==> src/rtl/rd_port_arbiter_pkg.sv <==
// Shared definitions for the read-port arbiter.
//   BURST_W  : width of the addr_gen burst code (log2 of beat count)
//   MAX_NREQ : upper bound on requesters, sizes the round-robin helper
//   ms_state_e : master-stage states
//   rr_pick  : first set bit of pend at or after ptr, wrapping over n bits
package rd_port_arbiter_pkg;
    localparam int BURST_W  = 4;
    localparam int MAX_NREQ = 8;

    typedef enum logic {
        ST_IDLE  = 1'b0,
        ST_ISSUE = 1'b1
    } ms_state_e;

    // Caller only uses the result when some pend bit is set.
    function automatic int unsigned rr_pick(input logic [MAX_NREQ-1:0] pend,
                                            input int unsigned ptr,
                                            input int unsigned n);
        int unsigned w;
        int unsigned idx;
        logic found;
        w     = ptr;
        found = 1'b0;
        for (int unsigned k = 0; k < MAX_NREQ; k++) begin
            idx = (ptr + k) % n;
            if (k < n && !found && pend[idx[2:0]]) begin
                w     = idx;
                found = 1'b1;
            end
        end
        return w;
    endfunction
endpackage

==> src/rtl/rd_port_arbiter_if.sv <==
// Handshake bundle between NREQ address generators, the arbiter and the
// AXI read port.
//   req_*  : per-requester request pulses, acks and routed R beats
//   m_*    : master AR channel and R beat qualifiers
// modport master : arbiter side; slave : generators + AXI port side.
interface rd_port_arbiter_if
    import rd_port_arbiter_pkg::*;
#(
    parameter int AW   = 32,
    parameter int NREQ = 2
);
    logic [NREQ*AW-1:0]      req_araddr;
    logic [NREQ*BURST_W-1:0] req_arburst;
    logic [NREQ-1:0]         req_arvalid;
    logic [NREQ-1:0]         req_arack;
    logic [NREQ-1:0]         req_rvalid;
    logic [NREQ-1:0]         req_rlast;
    logic [AW-1:0]           m_araddr;
    logic [BURST_W-1:0]      m_arburst;
    logic                    m_arvalid;
    logic                    m_arready;
    logic                    m_rvalid;
    logic                    m_rlast;

    modport master (
        input  req_araddr, req_arburst, req_arvalid, m_arready, m_rvalid, m_rlast,
        output req_arack, req_rvalid, req_rlast, m_araddr, m_arburst, m_arvalid
    );
    modport slave (
        output req_araddr, req_arburst, req_arvalid, m_arready, m_rvalid, m_rlast,
        input  req_arack, req_rvalid, req_rlast, m_araddr, m_arburst, m_arvalid
    );
endinterface

==> src/rtl/rd_port_arbiter_sync_fifo.sv <==
// Small synchronous FIFO holding the requester index of each issued burst
// in issue order.
//   clk, rst_n : clock, async active-low reset
//   push/din   : write; allowed when full only together with pop
//   pop/dout   : read of head entry; dout valid while !empty
//   empty      : no entries
//   count      : occupancy 0..DEPTH
module sync_fifo
    import rd_port_arbiter_pkg::*;
#(
    parameter int W     = 1,
    parameter int DEPTH = 4,
    localparam int PW   = (DEPTH > 1) ? $clog2(DEPTH) : 1,
    localparam int CW   = $clog2(DEPTH) + 1
) (
    input  logic          clk,
    input  logic          rst_n,
    input  logic          push,
    input  logic [W-1:0]  din,
    input  logic          pop,
    output logic [W-1:0]  dout,
    output logic          empty,
    output logic [CW-1:0] count
);
    logic [W-1:0]  mem_q [DEPTH];
    logic [PW-1:0] wr_ptr_q, wr_ptr_d, rd_ptr_q, rd_ptr_d;
    logic [CW-1:0] cnt_q, cnt_d;

    function automatic logic [PW-1:0] inc(input logic [PW-1:0] p);
        return (p == PW'(DEPTH - 1)) ? '0 : p + 1'b1;
    endfunction

    always_comb begin
        wr_ptr_d = push ? inc(wr_ptr_q) : wr_ptr_q;
        rd_ptr_d = pop  ? inc(rd_ptr_q) : rd_ptr_q;
        cnt_d    = cnt_q + CW'(push) - CW'(pop);
    end

    always_ff @(posedge clk or negedge rst_n) begin
        if (!rst_n) begin
            wr_ptr_q <= '0;
            rd_ptr_q <= '0;
            cnt_q    <= '0;
        end else begin
            wr_ptr_q <= wr_ptr_d;
            rd_ptr_q <= rd_ptr_d;
            cnt_q    <= cnt_d;
        end
    end

    always_ff @(posedge clk) begin
        if (push) mem_q[wr_ptr_q] <= din;
    end

    assign dout  = mem_q[rd_ptr_q];
    assign empty = (cnt_q == '0);
    assign count = cnt_q;
endmodule

==> src/rtl/rd_port_arbiter.sv <==
// Shares one AXI read port among NREQ address generators. Generator pulses
// are latched (they have no ready), granted round-robin onto the master AR
// stage, and in-order R beats are steered back to the burst owner.
//   clk, rst_n : clock, async active-low reset
//   bus        : request / master AR / R routing bundle (master modport)
//   busy       : registered: pending request, AR valid or burst in flight
//   err        : sticky: request overwritten before grant, or orphan R beat
module rd_port_arbiter
    import rd_port_arbiter_pkg::*;
#(
    parameter int AW       = 32,
    parameter int NREQ     = 2,
    parameter int MAX_OUTS = 4,
    localparam int IDW     = $clog2(NREQ),
    localparam int CW      = $clog2(MAX_OUTS) + 1
) (
    input  logic                  clk,
    input  logic                  rst_n,
    rd_port_arbiter_if.master     bus,
    output logic                  busy,
    output logic                  err
);
    typedef struct packed {
        logic [AW-1:0]      addr;
        logic [BURST_W-1:0] burst;
    } rd_req_t;

    logic [NREQ-1:0] pend_q, pend_d;
    rd_req_t         req_q [NREQ];
    rd_req_t         req_d [NREQ];
    logic [IDW-1:0]  rr_ptr_q, win, rr_nxt;
    ms_state_e       state_q;
    rd_req_t         m_req_q;
    logic            m_arvalid_q;
    logic [NREQ-1:0] arack_q;
    logic            busy_q, busy_d, err_q, err_d;

    logic            last_beat, pop, load, orphan, ovf, arvalid_nxt;
    logic [IDW-1:0]  head;
    logic            fifo_empty;
    logic [CW-1:0]   fifo_cnt, cnt_nxt;
    logic [NREQ-1:0] rvalid_o, rlast_o;

    always_comb begin
        last_beat = bus.m_rvalid & bus.m_rlast;
        pop       = last_beat & ~fifo_empty;
        orphan    = bus.m_rvalid & fifo_empty;
        win       = IDW'(rr_pick(MAX_NREQ'(pend_q), 32'(rr_ptr_q), NREQ));
        rr_nxt    = (int'(win) + 1 == NREQ) ? '0 : win + 1'b1;
        // A completing burst frees its slot in the same cycle, so a full
        // queue can still accept a new grant.
        load      = (state_q == ST_IDLE || bus.m_arready) && (|pend_q) &&
                    (fifo_cnt < CW'(MAX_OUTS) || pop);
    end

    // Request capture. A pulse on the edge that grants the same requester
    // simply re-arms it; otherwise a pulse onto a pending slot overwrites it.
    always_comb begin
        pend_d = pend_q;
        req_d  = req_q;
        ovf    = 1'b0;
        if (load) pend_d[win] = 1'b0;
        for (int i = 0; i < NREQ; i++) begin
            if (bus.req_arvalid[i]) begin
                if (pend_q[i] && !(load && win == IDW'(i))) ovf = 1'b1;
                pend_d[i]      = 1'b1;
                req_d[i].addr  = bus.req_araddr[i*AW +: AW];
                req_d[i].burst = bus.req_arburst[i*BURST_W +: BURST_W];
            end
        end
        err_d       = err_q | ovf | orphan;
        cnt_nxt     = fifo_cnt + CW'(load) - CW'(pop);
        arvalid_nxt = load | (m_arvalid_q & ~bus.m_arready);
        busy_d      = (|pend_d) | arvalid_nxt | (cnt_nxt != '0);
    end

    always_ff @(posedge clk or negedge rst_n) begin
        if (!rst_n) begin
            pend_q <= '0;
            for (int i = 0; i < NREQ; i++) req_q[i] <= '0;
            err_q  <= 1'b0;
            busy_q <= 1'b0;
        end else begin
            pend_q <= pend_d;
            req_q  <= req_d;
            err_q  <= err_d;
            busy_q <= busy_d;
        end
    end

    // Master stage: outputs are held while ISSUE waits for m_arready.
    always_ff @(posedge clk or negedge rst_n) begin
        if (!rst_n) begin
            state_q     <= ST_IDLE;
            m_req_q     <= '0;
            m_arvalid_q <= 1'b0;
            arack_q     <= '0;
            rr_ptr_q    <= '0;
        end else begin
            arack_q <= '0;
            if (load) begin
                state_q      <= ST_ISSUE;
                m_req_q      <= req_q[win];
                m_arvalid_q  <= 1'b1;
                arack_q[win] <= 1'b1;
                rr_ptr_q     <= rr_nxt;
            end else if (state_q == ST_ISSUE && bus.m_arready) begin
                state_q     <= ST_IDLE;
                m_arvalid_q <= 1'b0;
            end
        end
    end

    sync_fifo #(.W(IDW), .DEPTH(MAX_OUTS)) u_order (
        .clk   (clk),
        .rst_n (rst_n),
        .push  (load),
        .din   (win),
        .pop   (pop),
        .dout  (head),
        .empty (fifo_empty),
        .count (fifo_cnt)
    );

    // R routing; beats with no owner are dropped.
    always_comb begin
        rvalid_o = '0;
        rlast_o  = '0;
        if (bus.m_rvalid && !fifo_empty) begin
            rvalid_o[head] = 1'b1;
            rlast_o[head]  = bus.m_rlast;
        end
    end

    assign bus.req_rvalid = rvalid_o;
    assign bus.req_rlast  = rlast_o;
    assign bus.req_arack  = arack_q;
    assign bus.m_araddr   = m_req_q.addr;
    assign bus.m_arburst  = m_req_q.burst;
    assign bus.m_arvalid  = m_arvalid_q;
    assign busy           = busy_q;
    assign err            = err_q;
endmodule
==> src/flat_wrapper.sv <==
// flat-port wrapper written by rule: the top's interface ports become plain ports
module rd_port_arbiter_flat import rd_port_arbiter_pkg::*;
#(
    parameter int AW       = 32,
    parameter int NREQ     = 2,
    parameter int MAX_OUTS = 4,
    localparam int IDW     = $clog2(NREQ),
    localparam int CW      = $clog2(MAX_OUTS) + 1
)
  (clk, rst_n, busy, err, bus_req_araddr, bus_req_arburst, bus_req_arvalid, bus_m_arready, bus_m_rvalid, bus_m_rlast, bus_req_arack, bus_req_rvalid, bus_req_rlast, bus_m_araddr, bus_m_arburst, bus_m_arvalid);
  rd_port_arbiter_if #(.AW(AW), .NREQ(NREQ)) bus_i ();
  input  logic clk;
  input  logic rst_n;
  output logic busy;
  output logic err;
  input wire logic [$bits(bus_i.req_araddr)-1:0] bus_req_araddr;
  input wire logic [$bits(bus_i.req_arburst)-1:0] bus_req_arburst;
  input wire logic [$bits(bus_i.req_arvalid)-1:0] bus_req_arvalid;
  input wire logic [$bits(bus_i.m_arready)-1:0] bus_m_arready;
  input wire logic [$bits(bus_i.m_rvalid)-1:0] bus_m_rvalid;
  input wire logic [$bits(bus_i.m_rlast)-1:0] bus_m_rlast;
  output wire logic [$bits(bus_i.req_arack)-1:0] bus_req_arack;
  output wire logic [$bits(bus_i.req_rvalid)-1:0] bus_req_rvalid;
  output wire logic [$bits(bus_i.req_rlast)-1:0] bus_req_rlast;
  output wire logic [$bits(bus_i.m_araddr)-1:0] bus_m_araddr;
  output wire logic [$bits(bus_i.m_arburst)-1:0] bus_m_arburst;
  output wire logic [$bits(bus_i.m_arvalid)-1:0] bus_m_arvalid;
  assign bus_i.req_araddr = bus_req_araddr;
  assign bus_i.req_arburst = bus_req_arburst;
  assign bus_i.req_arvalid = bus_req_arvalid;
  assign bus_i.m_arready = bus_m_arready;
  assign bus_i.m_rvalid = bus_m_rvalid;
  assign bus_i.m_rlast = bus_m_rlast;
  assign bus_req_arack = bus_i.req_arack;
  assign bus_req_rvalid = bus_i.req_rvalid;
  assign bus_req_rlast = bus_i.req_rlast;
  assign bus_m_araddr = bus_i.m_araddr;
  assign bus_m_arburst = bus_i.m_arburst;
  assign bus_m_arvalid = bus_i.m_arvalid;
  rd_port_arbiter #(.AW(AW), .NREQ(NREQ), .MAX_OUTS(MAX_OUTS)) u_core (.clk(clk), .rst_n(rst_n), .bus(bus_i), .busy(busy), .err(err));
endmodule
==> config.mk <==
export PLATFORM = sky130hd
export DESIGN_NAME = rd_port_arbiter_flat
export DESIGN_NICKNAME = d
export VERILOG_FILES = /design/src/rtl/rd_port_arbiter_pkg.sv /design/src/rtl/rd_port_arbiter_if.sv /design/src/rtl/rd_port_arbiter_sync_fifo.sv /design/src/rtl/rd_port_arbiter.sv /design/src/flat_wrapper.sv
export SDC_FILE = /design/constraint.sdc
export NUM_CORES = 1
export LEC_CHECK = 0
export BUFFER_PORTS_ARGS = -buffer_cell sky130_fd_sc_hd__buf_2
export CORE_MARGIN = 1.5
export CORE_UTILIZATION = 54
export CTS_CLUSTER_DIAMETER = 150
export DETAILED_ROUTE_END_ITERATION = 16
export GPL_TIMING_DRIVEN = 0
export PLACE_DENSITY = 0.8
export SYNTH_ARGS = -nofsm -noshare
export SYNTH_HDL_FRONTEND = slang
export SYNTH_HIERARCHICAL = 1
export SYNTH_SLANG_ARGS = --single-unit
==> constraint.sdc <==
create_clock -name clk -period 3.7 [get_ports clk]
set_clock_uncertainty 0.2 [all_clocks]
set_input_delay 0.185 -clock clk [delete_from_list [all_inputs] [get_ports clk]]
set_output_delay 0.185 -clock clk [all_outputs]
set_load 0.01 [all_outputs]
# [After elaboration in Yosys (flattened, before gate mapping)]
# Memories as Yosys holds them, arrays and structs flattened.
# Cells that the tools add are included.
# Widths: inputs -> output; s select.
[totals] mem_count=1 inputBits=79 word_cells=103 ff_bits=123 out_inout_bits=45 mem_bits_rw=4
[mem_list] memory="u_core.u_order.mem_q" words=4 word_bits=1 rd=1 rd_ports_with_merged_regs=0 write_ports=1 line="rd_port_arbiter_sync_fifo.sv:25" rtl="logic [W-1:0] mem_q [DEPTH];"
[classes] magnitude_cmp=8 n_eq_ne=3 n_reduce_logical=22 n_addsub=7 mux=30 bitwise_logic=17
[ops] cell="$mux 36" count=3
[ops] cell="$eq 32x3->1 const B" count=1
[ops] cell="$mux 1" count=19
[ops] cell="$mux 2" count=6
[ops] cell="$logic_and 1x1->1" count=11
[ops] cell="$lt 1x4->1 const B" count=2
[ops] cell="$or 1x1->1" count=5
[ops] cell="$add 2x1->2 const B" count=2
[ops] cell="$and 1x1->1" count=4
[ops] cell="$and 2x2->2" count=2
[ops] cell="$eq 2x2->1 const B" count=2
[ops] cell="$logic_not 1->1" count=4
[ops] cell="$lt 1x2->1 const B" count=2
[ops] cell="$not 1->1" count=4
[ops] cell="$reduce_or 2->1" count=2
[ops] cell="$add 3x1->3" count=1
[ops] cell="$logic_not 3->1" count=1
[ops] cell="$lt 3x3->1 const B" count=1
[ops] cell="$reduce_bool 3->1" count=1
[ops] cell="$sub 3x1->3" count=1
[ops] cell="$add 1x1->1 const B" count=2
[ops] cell="$add 1x1->2 const B" count=1
[ops] cell="$demux 1 s1" count=2
[ops] cell="$ge 1x1->1 const B" count=2
[ops] cell="other kinds (5)" count=6

# [Logic depth before layout (Yosys ltp)]
[logic_depth] ltp_word=17 ltp_mapped=11 mapped_depth_nobuf=11

# [By module]
# Netlist, hierarchy kept.
[by_module_without_submodules] module="rd_port_arbiter" seq_area_each_um2=2902.8 area_each_um2=4847.1 cells_per_inst=362 n_inst=1
[by_module_without_submodules] module="sync_fifo" seq_area_each_um2=295.3 area_each_um2=549.3 cells_per_inst=40 n_inst=1

# [Worst setup path before layout]
# OpenSTA, ideal clock, no wires.
[synth_timing] path_kind="register to register" start="register u_core.u_order.cnt_q[1], in the netlist u_core/u_order/count[1]" end="register u_core.busy_q, in the netlist u_core/busy" path_stages_with_launch=11 required_time_ps=3375 slack_ps=676 arrival_time_ps=2699 path_cell_list="dfrtp_1 -> nor3_1 -> nand3b_4 -> a211oi_2 -> buf_2 -> buf_2 -> ha_1 -> fa_1 -> or4_1 -> nor4_1 -> nand2_1"
[synth_between] elab_chain_len=10
[synth_lines] item="start: declaration" line="rd_port_arbiter_sync_fifo.sv:27" rtl="logic [CW-1:0] cnt_q, cnt_d;"
[synth_lines] item="start signal: assignment" line="rd_port_arbiter_sync_fifo.sv:47" rtl="cnt_q <= cnt_d;"
[synth_lines] item="$logic_not 3->1 *" line="rd_port_arbiter_sync_fifo.sv:56" rtl="assign empty = (cnt_q == '0);"
[synth_lines] item="net u_core.fifo_empty" line="rd_port_arbiter.sv:40" rtl="logic fifo_empty;"
[synth_lines] item="$not 1->1 *" line="rd_port_arbiter.sv:46" rtl="pop = last_beat & ~fifo_empty;"
[synth_lines] item="$and 1x1->1 *" line="rd_port_arbiter.sv:46"
[synth_lines] item="$logic_or 1x1->1 *" line="rd_port_arbiter.sv:53" rtl="(fifo_cnt < CW'(MAX_OUTS) || pop);"
[synth_lines] item="$logic_and 1x1->1 *" line="rd_port_arbiter.sv:52" rtl="load = (state_q == ST_IDLE || bus.m_arready) && (|pend_q) &&"
[synth_lines] item="net u_core.load" line="rd_port_arbiter.sv:38" rtl="logic last_beat, pop, load, orphan, ovf, arvalid_nxt;"
[synth_lines] item="branches (longest 4 deep; another with $add 3x1->3)"
[synth_lines] item="$or 1x1->1 *" line="rd_port_arbiter.sv:74" rtl="busy_d = (|pend_d) | arvalid_nxt | (cnt_nxt != '0);"
[synth_lines] item="net u_core.busy_d" line="rd_port_arbiter.sv:36" rtl="logic busy_q, busy_d, err_q, err_d;"
[synth_lines] item="end signal: assignment" line="rd_port_arbiter.sv:87" rtl="busy_q <= busy_d;"
[synth_lines] item="end: declaration" line="rd_port_arbiter.sv:36"
# Mark *: on every way through the listed nets, which the timed path passes.
# A chain may end at the register's enable or synchronous reset.

# [Worst setup path after layout]
# Ends and elaborated chain as after synthesis.

==> metrics <==
status finished, final reports clean; pins over their slew limit 0; Tmin final 3519 ps; maximum vdd ir drop just under 0.4 mV; Startpoint Class flop; syn nets about 490; Placer Congestion 0.7782; TritonCTS clock tree done; HPWL Detailed between 7000 and 8000 µm; Syn-to-layout area delta 42.68%; final WL approximately 13000 µm; RSZ-0062 raised after global routing false; detailed-route vias per instance approximately 5; Syn. warnings 6; fin cells roughly 800; Reg clk slew, reported paths about 60 ps; clk buf depth 2; core area between 0.009 and 0.01 mm²; total power about 5.7 mW; PostCTS Resize Cnt 0; Mapped Area 0.005396 mm²; Root Buffer clkbuf_8; critical-path maximum fanout 19; Vias approximately 4000; Seq. cell area 0.003198 mm²; number of DRC markers in iteration 0 between 150 and 200; Placed Instance Area about 0.0062 mm²; Syn Inst Count roughly 400; Pleak approximately 3.6 nW; CTS Sinks roughly 130; largest net degree at the start of global routing 85; initial antenna violation count 0; Overall Global Routing Usage 0.2585; Worst Hold Slack 94.66 ps; Chip Height 103.0 µm; Final setup violation count 0; antenna cells 0; drt drc 0; grt ovf 0; Synth area leader dfrtp_1; setup_tns 0 ps; post-synthesis register bit count 127; die area around 0.011 mm²; relative slew slack 0.5720; Worst Hold Class input pin to flop; sequential area share after synthesis 0.5926; post-route cell area ~0.0077 mm²; I/O Buffers around 120; top-area cell type share of the netlist area 0.5704; wire per inst about 17 µm; vias in the first global route around 4300; Netlist cell types 34; CTS buffer count 17; layout cells sized above 1 0.4006; crit path capture type flop; Post-CTS Setup Inserts 0; number of max-cap violations 0; critical path class flop to flop; Final Hold Viols 0; Initial Util 0.5547; f_max approximately 0.28 GHz; site row count 36; area of the multi-input gates 0.001978 mm²; Initial DRT Pass Iterations 4; Skew-Pair Late Insertion Delay 500 ps; IO Count about 120; CP Data Arrival Time approximately 3700 ps; global-route wire length before repair ~20000 µm; dpl cells about 660; Syn Area/Cell around 13 µm²; fin nets between 700 and 800; H-tree levels 4; fill cell count between 500 and 600; Routed Antenna Nets 0; Tcrit/Tclk final 0.9511; pwr dens between 700 and 800 mW/mm²; CP Data Required Time roughly 3900 ps; Die Wd 103.0 µm; Tightest Pin Transition about 640 ps; synth top area cells dfrtp_1, mux2_2, mux2i_1
## placed cells by master, fill, tap and decap left out, drive strengths merged, types with 2 or more instances in the layout
cell type / instances
buf: 143
dfrtp: 123
dlygate4sd3: 87
mux2: 74
nor2: 43
a21oi: 41
mux2i: 36
clkbuf: 20
inv: 15
ha: 9
nand2: 6
and2: 6
clkinv: 6
o21ai: 5
xnor2: 4
edfxtp: 4
clkinvlp: 3
bufinv: 3
fa: 2
## final timing paths
check                                                   from                                  end  slack, ps  cells after the start
max                        u_core/u_order/count[1]$_DFF_PN0_                u_core/busy$_DFF_PN0_        180                     10
min                                       bus_req_arvalid[0]         u_core/req_q[56]$_DFFE_PN0P_         90                      2
max reg2reg                u_core/u_order/count[1]$_DFF_PN0_                u_core/busy$_DFF_PN0_        180                     10
min reg2reg                             u_core/err$_DFF_PN0_                 u_core/err$_DFF_PN0_        290                      2
max in group asynchronous                              rst_n          u_core/req_q[3]$_DFFE_PN0P_       2340                      4
min in group asynchronous                              rst_n  u_core/bus.m_araddr[23]$_DFFE_PN0N_        540                      4
## final cells by class
| class | count | share of cell area |
|---|---|---|
| buffer | 21 | 0.02177 |
| timing repair buffer | 211 | 0.1994 |
| clock inverter | 13 | 0.02112 |
| tap | 133 | 0.02161 |
| inverter | 14 | 0.006825 |
| sequential | 127 | 0.4153 |
| clock buffer | 18 | 0.05704 |
| multi-input combinational | 240 | 0.2569 |
## cells by family after synthesis
group                    after synthesis  synth area share
AO/OA/AOI/OAI                         49           0.04823
XOR/XNOR                               4          0.006491
flip-flops                           127            0.5926
multiplexers                         111            0.2254
buffers and inverters                 35           0.04081
AND/OR/NAND/NOR                       64           0.05611
adder cells (fa/ha/maj)               12           0.03037
## flip-flops by register name, indices dropped and copies added, names as in the netlist
| register | count |
|---|---|
| u_core/req_q | 72 |
| u_core/state_q | 1 |
| u_core/u_order/wr_ptr_q | 2 |
| u_core/busy | 1 |
| u_core/bus.m_araddr | 32 |
| u_core/bus.m_arburst | 4 |
| u_core/bus.req_arack | 2 |
| u_core/pend_q | 2 |
| u_core/rr_ptr_q | 1 |
| u_core/u_order/count | 3 |
| u_core/u_order/mem_q | 4 |
| u_core/err | 1 |
| u_core/u_order/rd_ptr_q | 2 |
## critical path, stage by stage (launching register included)
cell and delay (ps):
dfrtp_1 450, nor3_1 460, nand3b_4 260, a211oi_2 80, buf_2 210, buf_2 260
ha_1 260, fa_1 420, or4_1 470, nor4_1 200, nand2_1 100
## per-stage QoR
step | util | worst slack (ps)
floorplan | - | 676.3
global placement | 0.6345 | 333.1
detailed placement | 0.6380 | 226.0
CTS | 0.7914 | 231.9
global route | 0.7914 | 81.15
finish | 0.7914 | 181.1
## Yosys cell counts, drive strengths merged
library cell  count
nand3b            1
or3b              1
nor2             43
edfxtp            4
a21o              1
xnor2             4
clkbuf            2
a211oi            1
nand2b            1
or4               1
and2              6
ha                9
mux2             74
mux4              1
inv              14
o221ai            1
o21ai             5
dfrtp           123
buf              19
and3b             1
maj3              1
a21oi            41
nor2b             1
nor4              1
nor3              1
nand2             6
mux2i            36
fa                2
nor3b             1
## layer usage
metal	vias up	global-route usage	wire (µm)
met5	-	0	0
met4	0	0.08524	130
met3	13	0.05966	532
met2	115	0.4671	7152
met1	2016	0.3044	5304
li1	1841	-	-
## report_power, final
part / total, mW / internal, mW / switching [mW] / leakage (nW)
clock: 1.66 / 1.06 / 0.598 / 0.288
sequential: 2.01 / 1.78 / 0.230 / 1.45
combinational: 2.01 / 0.951 / 1.06 / 1.87
total: 5.68 / 3.79 / 1.89 / 3.60
## timing repair
action	CTS	global route
hold endpoints to repair	200	0
endpoints found under the setup margin	0	0
hold buffers	88	0
Note: power is estimated with default switching activity, not from simulation.
